<file path="src/rtl/dmem_arbiter_if.sv">
// Bundle of the two requester ports and the data-memory port of dmem_arbiter.
// The slave modport is the arbiter's view; master is the requester/memory side.
interface dmem_arbiter_if;
  logic        r0_req_in;
  logic        r0_we_in;
  logic [31:0] r0_addr_in;
  logic [31:0] r0_writedata_in;
  logic [1:0]  r0_size_in;
  logic        r0_gnt_out;
  logic        r0_rvalid_out;
  logic [31:0] r0_readdata_out;

  logic        r1_req_in;
  logic        r1_we_in;
  logic [31:0] r1_addr_in;
  logic [31:0] r1_writedata_in;
  logic [1:0]  r1_size_in;
  logic        r1_gnt_out;
  logic        r1_rvalid_out;
  logic [31:0] r1_readdata_out;

  logic [31:0] mem_addr_out;
  logic [31:0] mem_writedata_out;
  logic [1:0]  mem_size_out;
  logic        mem_re_out;
  logic        mem_we_out;
  logic [31:0] mem_readdata_in;

  modport slave (
    input  r0_req_in, r0_we_in, r0_addr_in, r0_writedata_in, r0_size_in,
    output r0_gnt_out, r0_rvalid_out, r0_readdata_out,
    input  r1_req_in, r1_we_in, r1_addr_in, r1_writedata_in, r1_size_in,
    output r1_gnt_out, r1_rvalid_out, r1_readdata_out,
    output mem_addr_out, mem_writedata_out, mem_size_out, mem_re_out, mem_we_out,
    input  mem_readdata_in
  );

  modport master (
    output r0_req_in, r0_we_in, r0_addr_in, r0_writedata_in, r0_size_in,
    input  r0_gnt_out, r0_rvalid_out, r0_readdata_out,
    output r1_req_in, r1_we_in, r1_addr_in, r1_writedata_in, r1_size_in,
    input  r1_gnt_out, r1_rvalid_out, r1_readdata_out,
    input  mem_addr_out, mem_writedata_out, mem_size_out, mem_re_out, mem_we_out,
    output mem_readdata_in
  );
endinterface

</file>
<file path="src/rtl/dmem_arbiter.sv">
// Two-requester data-memory arbiter: IDLE -> ACCESS -> RESP, one access per 3 cycles.
// Define DMEM_ARB_ROUND_ROBIN_EN for round-robin ties; default is fixed priority (r0 wins).
module dmem_arbiter #(
  parameter bit WRITE_ACK = 1'b1
) (
  input logic            clock,
  input logic            reset,
  dmem_arbiter_if.slave  bus
);

  typedef enum logic [1:0] {StIdle, StAccess, StResp} state_e;

  state_e      state_q, state_d;
  logic        we_q;
  logic [31:0] addr_q;
  logic [31:0] wdata_q;
  logic [1:0]  size_q;
  logic        idx_q;
  logic [31:0] rdata0_q, rdata1_q;
  logic        any_req;
  logic        win_idx;
  logic        latch;

  assign any_req = bus.r0_req_in | bus.r1_req_in;
  assign latch   = (state_q == StIdle) && any_req;

`ifdef DMEM_ARB_ROUND_ROBIN_EN
  logic last_q;

  // On a tie the requester that did not win last goes next.
  always_comb begin
    win_idx = bus.r1_req_in;
    if (bus.r0_req_in && bus.r1_req_in) begin
      win_idx = ~last_q;
    end
  end

  always_ff @(posedge clock or negedge reset) begin
    if (!reset) begin
      last_q <= 1'b1;
    end else if (latch) begin
      last_q <= win_idx;
    end
  end
`else
  assign win_idx = ~bus.r0_req_in;
`endif

  always_ff @(posedge clock or negedge reset) begin
    if (!reset) begin
      state_q <= StIdle;
    end else begin
      state_q <= state_d;
    end
  end

  always_comb begin
    state_d = state_q;
    unique case (state_q)
      StIdle:   if (any_req) state_d = StAccess;
      StAccess: state_d = StResp;
      StResp:   state_d = StIdle;
      default:  state_d = StIdle;
    endcase
  end

  always_ff @(posedge clock or negedge reset) begin
    if (!reset) begin
      we_q    <= 1'b0;
      addr_q  <= '0;
      wdata_q <= '0;
      size_q  <= '0;
      idx_q   <= 1'b0;
    end else if (latch) begin
      idx_q   <= win_idx;
      we_q    <= win_idx ? bus.r1_we_in        : bus.r0_we_in;
      addr_q  <= win_idx ? bus.r1_addr_in      : bus.r0_addr_in;
      wdata_q <= win_idx ? bus.r1_writedata_in : bus.r0_writedata_in;
      size_q  <= win_idx ? bus.r1_size_in      : bus.r0_size_in;
    end
  end

  // Memory read is asynchronous, so its data is valid by the end of ACCESS.
  always_ff @(posedge clock or negedge reset) begin
    if (!reset) begin
      rdata0_q <= '0;
      rdata1_q <= '0;
    end else if (state_q == StAccess && !we_q) begin
      if (idx_q) begin
        rdata1_q <= bus.mem_readdata_in;
      end else begin
        rdata0_q <= bus.mem_readdata_in;
      end
    end
  end

  always_comb begin
    bus.r0_gnt_out    = 1'b0;
    bus.r1_gnt_out    = 1'b0;
    bus.r0_rvalid_out = 1'b0;
    bus.r1_rvalid_out = 1'b0;
    bus.mem_re_out    = 1'b0;
    bus.mem_we_out    = 1'b0;
    unique case (state_q)
      StAccess: begin
        bus.mem_re_out = ~we_q;
        bus.mem_we_out = we_q;
        bus.r0_gnt_out = ~idx_q;
        bus.r1_gnt_out = idx_q;
      end
      StResp: begin
        bus.r0_rvalid_out = ~idx_q & (~we_q | WRITE_ACK);
        bus.r1_rvalid_out = idx_q & (~we_q | WRITE_ACK);
      end
      default: ;
    endcase
  end

  assign bus.mem_addr_out      = addr_q;
  assign bus.mem_writedata_out = wdata_q;
  assign bus.mem_size_out      = size_q;
  assign bus.r0_readdata_out   = rdata0_q;
  assign bus.r1_readdata_out   = rdata1_q;

endmodule

</file>
<file path="src/flat_wrapper.sv">
// flat-port wrapper written by rule: the top's interface ports become plain ports
module dmem_arbiter_flat 
#(
  parameter bit WRITE_ACK = 1'b1
)
  (clock, reset, bus_r0_req_in, bus_r0_we_in, bus_r0_addr_in, bus_r0_writedata_in, bus_r0_size_in, bus_r0_gnt_out, bus_r0_rvalid_out, bus_r0_readdata_out, bus_r1_req_in, bus_r1_we_in, bus_r1_addr_in, bus_r1_writedata_in, bus_r1_size_in, bus_r1_gnt_out, bus_r1_rvalid_out, bus_r1_readdata_out, bus_mem_addr_out, bus_mem_writedata_out, bus_mem_size_out, bus_mem_re_out, bus_mem_we_out, bus_mem_readdata_in);
  dmem_arbiter_if bus_i ();
  input logic clock;
  input logic reset;
  input wire logic [$bits(bus_i.r0_req_in)-1:0] bus_r0_req_in;
  input wire logic [$bits(bus_i.r0_we_in)-1:0] bus_r0_we_in;
  input wire logic [$bits(bus_i.r0_addr_in)-1:0] bus_r0_addr_in;
  input wire logic [$bits(bus_i.r0_writedata_in)-1:0] bus_r0_writedata_in;
  input wire logic [$bits(bus_i.r0_size_in)-1:0] bus_r0_size_in;
  output wire logic [$bits(bus_i.r0_gnt_out)-1:0] bus_r0_gnt_out;
  output wire logic [$bits(bus_i.r0_rvalid_out)-1:0] bus_r0_rvalid_out;
  output wire logic [$bits(bus_i.r0_readdata_out)-1:0] bus_r0_readdata_out;
  input wire logic [$bits(bus_i.r1_req_in)-1:0] bus_r1_req_in;
  input wire logic [$bits(bus_i.r1_we_in)-1:0] bus_r1_we_in;
  input wire logic [$bits(bus_i.r1_addr_in)-1:0] bus_r1_addr_in;
  input wire logic [$bits(bus_i.r1_writedata_in)-1:0] bus_r1_writedata_in;
  input wire logic [$bits(bus_i.r1_size_in)-1:0] bus_r1_size_in;
  output wire logic [$bits(bus_i.r1_gnt_out)-1:0] bus_r1_gnt_out;
  output wire logic [$bits(bus_i.r1_rvalid_out)-1:0] bus_r1_rvalid_out;
  output wire logic [$bits(bus_i.r1_readdata_out)-1:0] bus_r1_readdata_out;
  output wire logic [$bits(bus_i.mem_addr_out)-1:0] bus_mem_addr_out;
  output wire logic [$bits(bus_i.mem_writedata_out)-1:0] bus_mem_writedata_out;
  output wire logic [$bits(bus_i.mem_size_out)-1:0] bus_mem_size_out;
  output wire logic [$bits(bus_i.mem_re_out)-1:0] bus_mem_re_out;
  output wire logic [$bits(bus_i.mem_we_out)-1:0] bus_mem_we_out;
  input wire logic [$bits(bus_i.mem_readdata_in)-1:0] bus_mem_readdata_in;
  assign bus_i.r0_req_in = bus_r0_req_in;
  assign bus_i.r0_we_in = bus_r0_we_in;
  assign bus_i.r0_addr_in = bus_r0_addr_in;
  assign bus_i.r0_writedata_in = bus_r0_writedata_in;
  assign bus_i.r0_size_in = bus_r0_size_in;
  assign bus_r0_gnt_out = bus_i.r0_gnt_out;
  assign bus_r0_rvalid_out = bus_i.r0_rvalid_out;
  assign bus_r0_readdata_out = bus_i.r0_readdata_out;
  assign bus_i.r1_req_in = bus_r1_req_in;
  assign bus_i.r1_we_in = bus_r1_we_in;
  assign bus_i.r1_addr_in = bus_r1_addr_in;
  assign bus_i.r1_writedata_in = bus_r1_writedata_in;
  assign bus_i.r1_size_in = bus_r1_size_in;
  assign bus_r1_gnt_out = bus_i.r1_gnt_out;
  assign bus_r1_rvalid_out = bus_i.r1_rvalid_out;
  assign bus_r1_readdata_out = bus_i.r1_readdata_out;
  assign bus_mem_addr_out = bus_i.mem_addr_out;
  assign bus_mem_writedata_out = bus_i.mem_writedata_out;
  assign bus_mem_size_out = bus_i.mem_size_out;
  assign bus_mem_re_out = bus_i.mem_re_out;
  assign bus_mem_we_out = bus_i.mem_we_out;
  assign bus_i.mem_readdata_in = bus_mem_readdata_in;
  dmem_arbiter #(.WRITE_ACK(WRITE_ACK)) u_core (.clock(clock), .reset(reset), .bus(bus_i));
endmodule
</file>
<file path="config.mk">
export PLATFORM = sky130hd
export DESIGN_NAME = dmem_arbiter_flat
export DESIGN_NICKNAME = d
export VERILOG_FILES = /design/src/rtl/dmem_arbiter_if.sv /design/src/rtl/dmem_arbiter.sv /design/src/flat_wrapper.sv
export SDC_FILE = /design/constraint.sdc
export NUM_CORES = 1
export LEC_CHECK = 0
export CAP_MARGIN = 0
export CELL_PAD_IN_SITES_DETAIL_PLACEMENT = 1
export CELL_PAD_IN_SITES_GLOBAL_PLACEMENT = 1
export CORE_UTILIZATION = 31
export DETAILED_ROUTE_END_ITERATION = 12
export PLACE_DENSITY_LB_ADDON = 0.3
export SYNTH_ARGS = -nofsm -noshare
export SYNTH_HDL_FRONTEND = slang
export SYNTH_SLANG_ARGS = --single-unit
</file>
<file path="constraint.sdc">
create_clock -name clock -period 2.2 [get_ports clock]
set_clock_uncertainty 0.05 [all_clocks]
set_input_delay 0.44 -clock clock [delete_from_list [all_inputs] [get_ports clock]]
set_output_delay 0.44 -clock clock [all_outputs]
set_load 0.02 [all_outputs]
</file>
# Yosys cells after proc, flatten, opt, wreduce, memory -nomap -nowiden
# Index checks and enable logic that the tools add are counted.
[word_totals]
reg_bits = 134
latch_bits = 0
ramBits = 0
rom_bits = 0
memories = 0
[classes]
add_sub_neg = 0
multipliers = 0
div_mod_pow = 0
order_cmp = 0
n_eq_ne = 3
shift = 0
muxes = 12
n_bitwise = 4
n_reduce_logical = 6
[op_table]
columns = ["op", "count"]
rows = [
  ["$mux W32", 2],
  ["$mux W1", 7],
  ["$mux W2", 2],
  ["$pmux W2 S2", 1],
  ["$reduce_and A2 Y1", 2],
  ["$not A1 Y1", 3],
  ["$eq A2 B1 Y1 const B", 1],
  ["$eq A2 B2 Y1 const B", 1],
  ["$logic_and A1 B1 Y1", 2],
  ["$logic_not A2 Y1", 1],
  ["$ne A2 B1 Y1 const B", 1],
  ["$logic_not A1 Y1", 1],
  ["$or A1 B1 Y1", 1],
]

# Depth between registers and ports, before layout
# Gate-level depths: netlist of the first run.
[logic_depth]
ltp_word = 3
ltp_mapped = 6

# Worst setup path before layout of the first run
# No wires, ideal clock.
[synth_path]
path_kind = "input -> register"
start = "input bus_r0_req_in"
end = "register u_core.addr_q[10], in the netlist u_core.bus.mem_addr_out[10]"
arrival_ps = 1472
required_ps = 2025
path_slack_ps = 553
path_stages = 4
path_cell_list = "buf_6 -> clkbuf_1 -> mux2_2 -> mux2_2"
[synth_between]
elab_chain_cells = 2
word_cells_on_any_way = 3
classes_between = "1 x mux; 1 x bitwise; 1 x reduce/logical"
[synth_lines]
columns = ["item", "line_no", "source"]
rows = [
  ["start: declaration", "flat_wrapper.sv:10", "input wire logic [$bits(bus_i.r0_req_in)-1:0] bus_r0_req_in;"],
  ["$or A1 B1 Y1", "dmem_arbiter.sv:24", "assign any_req = bus.r0_req_in | bus.r1_req_in;"],
  ["$logic_and A1 B1 Y1", "dmem_arbiter.sv:25", "assign latch = (state_q == StIdle) && any_req;"],
  ["end signal: assignment", "dmem_arbiter.sv:77", "addr_q <= win_idx ? bus.r1_addr_in : bus.r0_addr_in;"],
  ["end: declaration", "dmem_arbiter.sv:15", "logic [31:0] addr_q;"],
]
# Parallel ways exist; a longest one is shown, timed or not.
# A chain may end at the register's enable or synchronous reset.

# Worst setup path in the final report of the first run
[layout_path]
start = "register u_core.state_q[1]"
end = "output bus_mem_we_out"
[layout_between]
elab_chain_cells = 2
[layout_lines]
columns = ["item", "line_no", "source"]
rows = [
  ["start: declaration", "dmem_arbiter.sv:13", "state_e state_q, state_d;"],
  ["start signal: assignment", "dmem_arbiter.sv:51", "state_q <= StIdle;"],
  ["start signal: assignment", "dmem_arbiter.sv:53", "state_q <= state_d;"],
  ["$eq A2 B1 Y1", "dmem_arbiter.sv:104", "unique case (state_q)"],
  ["$mux W1", "dmem_arbiter.sv:104", ""],
  ["end: declaration", "flat_wrapper.sv:30", "output wire logic [$bits(bus_i.mem_we_out)-1:0] bus_mem_we_out;"],
]
# Every way passes these cells.

==> metrics.txt, run 1 <==
Post-DP HPWL=14000 um; syn nets=538; Inst Count DP=896; Wirelength per Cell=between 15 and 20 um; Setup crit end kind=output pin; CP max stage delay=approximately 400 ps; final setup vio count=0; Post-Route WL=18200 um; most common cell after layout, fill and taps aside=clkdlybuf4s50_1; Row Count=50; Slew HR=70.9%; ANT nets after route=0; Req. time, crit path=1710 ps; Post-Syn Area=between 0.005 and 0.006 mm^2; die span in y=141 um; PD cells=1480 mW/mm^2; fin cells=930; Total Routing Usage GR=19.1%; clk slew on worst S/H paths=around 60 ps; routed vias=approximately 4200; cell count of the worst hold path=1; Worst VDD drop=850 uV; Peak Freq=between 400 and 500 MHz; Post CTS Setup Buffer Count=0; Final Cycle Share=between 90% and 100%; CTS Buffer Depth=2; Syn Area/Cell=16.2 um^2; # IOs=306; DRT Pass-1 Iters=4; vias in the first global route=roughly 5000; DR vias/cell=4.57; initial antenna violation count=1; CTS tree=done; Die Area=0.0198 mm^2; post-route setup TNS=0 ps; Worst setup SP type=register; Worst-Skew Late Latency=between 400 and 500 ps; Congestion Overflow GR=0; crit-path max FO=5; WP depth=4; max_cap viols=0; crit-path cells=nand2b_4 -> inv_1 -> and2_1 -> dlygate4sd2_1; Critical path buffers and inverters=2; Detailed Route Iter0 Violations=75; Yosys cell types=20; WS Path Type=register to output pin; Hold WC Path Type=register to register; core box area=0.0188 mm^2; Area Growth Syn to Fin=65.2%; synthesis-stage register bit count=between 100 and 150; Tmin final=between 2000 and 2500 ps; Root Driver=clkbuf_16; leakage=0.00404 uW; Initial Util=31.7%; largest net degree at the start of global routing=between 40 and 50; Reg2Reg Depth=4; final net count=852; first-pass GRT wire length=roughly 28000 um; clk sinks=134; share of cells above drive strength 1=35.3%; DIE WIDTH=141 um; Slew Limit Fails=0; worst slew pin tran=approximately 440 ps; I/O Buffers=305; Worst Path Arrival=1590 ps; Cells after Synth=368; DRC Markers=0; H-tree depth=4; result of the run=completed; CP max-delay cell=dfrtp_1; Seq/Total Area, Yosys=a little under three fifths; RSZ-0062 raised after global routing=false; most frequent cells in the layout=clkdlybuf4s50_1 (297), mux2_2 (177), dfrtp_1 (134), mux2_4 (19), clkbuf_16 (17); YS warnings=0; CP top delay family=buffers and inverters; final hold vios=0; gpl congestion=between 0.7 and 0.8; total CTS buffers=17
-- synth_stat cells --
cell	n	area, um^2
buf_6	7	78.8
buf_2	6	30.0
a21oi_1	2	10.0
nor2_2	1	6.26
nor3b_1	1	7.51
and2_1	2	12.5
mux2_1	2	22.5
o21a_1	1	7.51
nor2_1	2	7.51
buf_4	3	22.5
nor3b_4	1	18.8
inv_1	1	3.75
clkbuf_1	4	15.0
dfrtp_1	134	3350
buf_12	2	40.0
nor3_4	1	16.3
nand2b_4	1	13.8
mux2_2	177	1990
mux2_4	19	285
and3b_1	1	8.76
-- area by class of cell --
class                      count  area [um^2]
clock inverter                14          126
timing repair buffer         317         3210
antenna                        1         2.50
sequential                   134         3350
inverter                       1         3.75
tap                          234          293
multi-input combinational    211         2420
clock buffer                  18          429
fill                        1869         8930
-- what timing repair did --
| item | 4_1_cts | 5_1_grt |
|---|---|---|
| hold buffers | 1 | 0 |
| pin swaps | 0 | 0 |
| setup endpoints to repair | 6 | 1 |
| hold endpoints to repair | 43 | 0 |
| gates resized for setup | 6 | 1 |
| gates cloned | 0 | 0 |
-- logic make-up after synthesis --
family          share of synthesized area [%]
flops                                    56.3
buf+inv                                  3.19
compound gates                          0.294
simple gates                             1.53
mux                                      38.7
-- registers in the layout (all words and copies together) (netlist names) --
name                          count
u_core.bus.mem_addr_out          32
u_core.bus.mem_writedata_out     32
u_core.bus.r0_readdata_out       32
u_core.bus.r1_readdata_out       32
u_core.bus.mem_size_out           2
u_core.state_q                    2
u_core.idx_q                      1
u_core.we_q                       1
-- path summary, 6_finish.rpt --
check / startpoint / end / slack [ps]
max in group asynchronous: reset / u_core.bus.mem_addr_out[21] / 970
hold reg to reg: u_core.bus.r0_readdata_out[5] / u_core.bus.r0_readdata_out[5] / 450
setup / recovery: u_core.state_q[1] / bus_mem_we_out / 120
setup reg to reg: u_core.state_q[0] / u_core.bus.mem_writedata_out[3] / 490
hold / removal: u_core.bus.r0_readdata_out[5] / u_core.bus.r0_readdata_out[5] / 450
min in group asynchronous: reset / u_core.bus.mem_addr_out[5] / 470
-- per-layer routing --
metal	wire, um	global-route usage [%]	part of all wire [%]
met1	6580	20.1	36
met3	1170	5.91	6.4
met2	10100	35.8	55
met5	0	0	0
met4	368	6.69	2.0
-- power breakdown --
part / internal, uW / switching, uW
Combinational: 4040 / 3350
Sequential: 3750 / 729
Clock: 1560 / 1090
Total: 9340 / 5180
-- through the flow --
stage	hold slack (ps)	util [%]	cell area [um^2]	power [uW]	setup slack [ps]
detailed placement	344	49.4	9270	12000	161
floorplan	94.4	-	5950	8390	553
global placement	334	49.4	9270	11800	213
global route	462	52.4	9840	15300	14.0
CTS	454	52.4	9830	14800	87.6
finish	451	52.4	9840	14500	117
Power figures use the tool's default switching activity.
==> run 2, diff against run 1 <==
--- a/config.mk
+++ b/config.mk
@@ -9,6 +9,7 @@
 export CELL_PAD_IN_SITES_DETAIL_PLACEMENT = 1
 export CELL_PAD_IN_SITES_GLOBAL_PLACEMENT = 1
 export CORE_UTILIZATION = 31
+export CTS_CLUSTER_DIAMETER = 120
 export DETAILED_ROUTE_END_ITERATION = 12
 export PLACE_DENSITY_LB_ADDON = 0.3
 export SYNTH_ARGS = -nofsm -noshare
==> results of run 2 <==
The final DEF is identical to that of run 1; final timing and power are the same.
==> run 3, diff against run 2 <==
--- a/config.mk
+++ b/config.mk
@@ -5,7 +5,7 @@
 export SDC_FILE = /design/constraint.sdc
 export NUM_CORES = 1
 export LEC_CHECK = 0
-export CAP_MARGIN = 0
+export CAP_MARGIN = 30
 export CELL_PAD_IN_SITES_DETAIL_PLACEMENT = 1
 export CELL_PAD_IN_SITES_GLOBAL_PLACEMENT = 1
 export CORE_UTILIZATION = 31
==> results of run 3 <==
The final DEF is identical to that of run 1; final timing and power are the same.
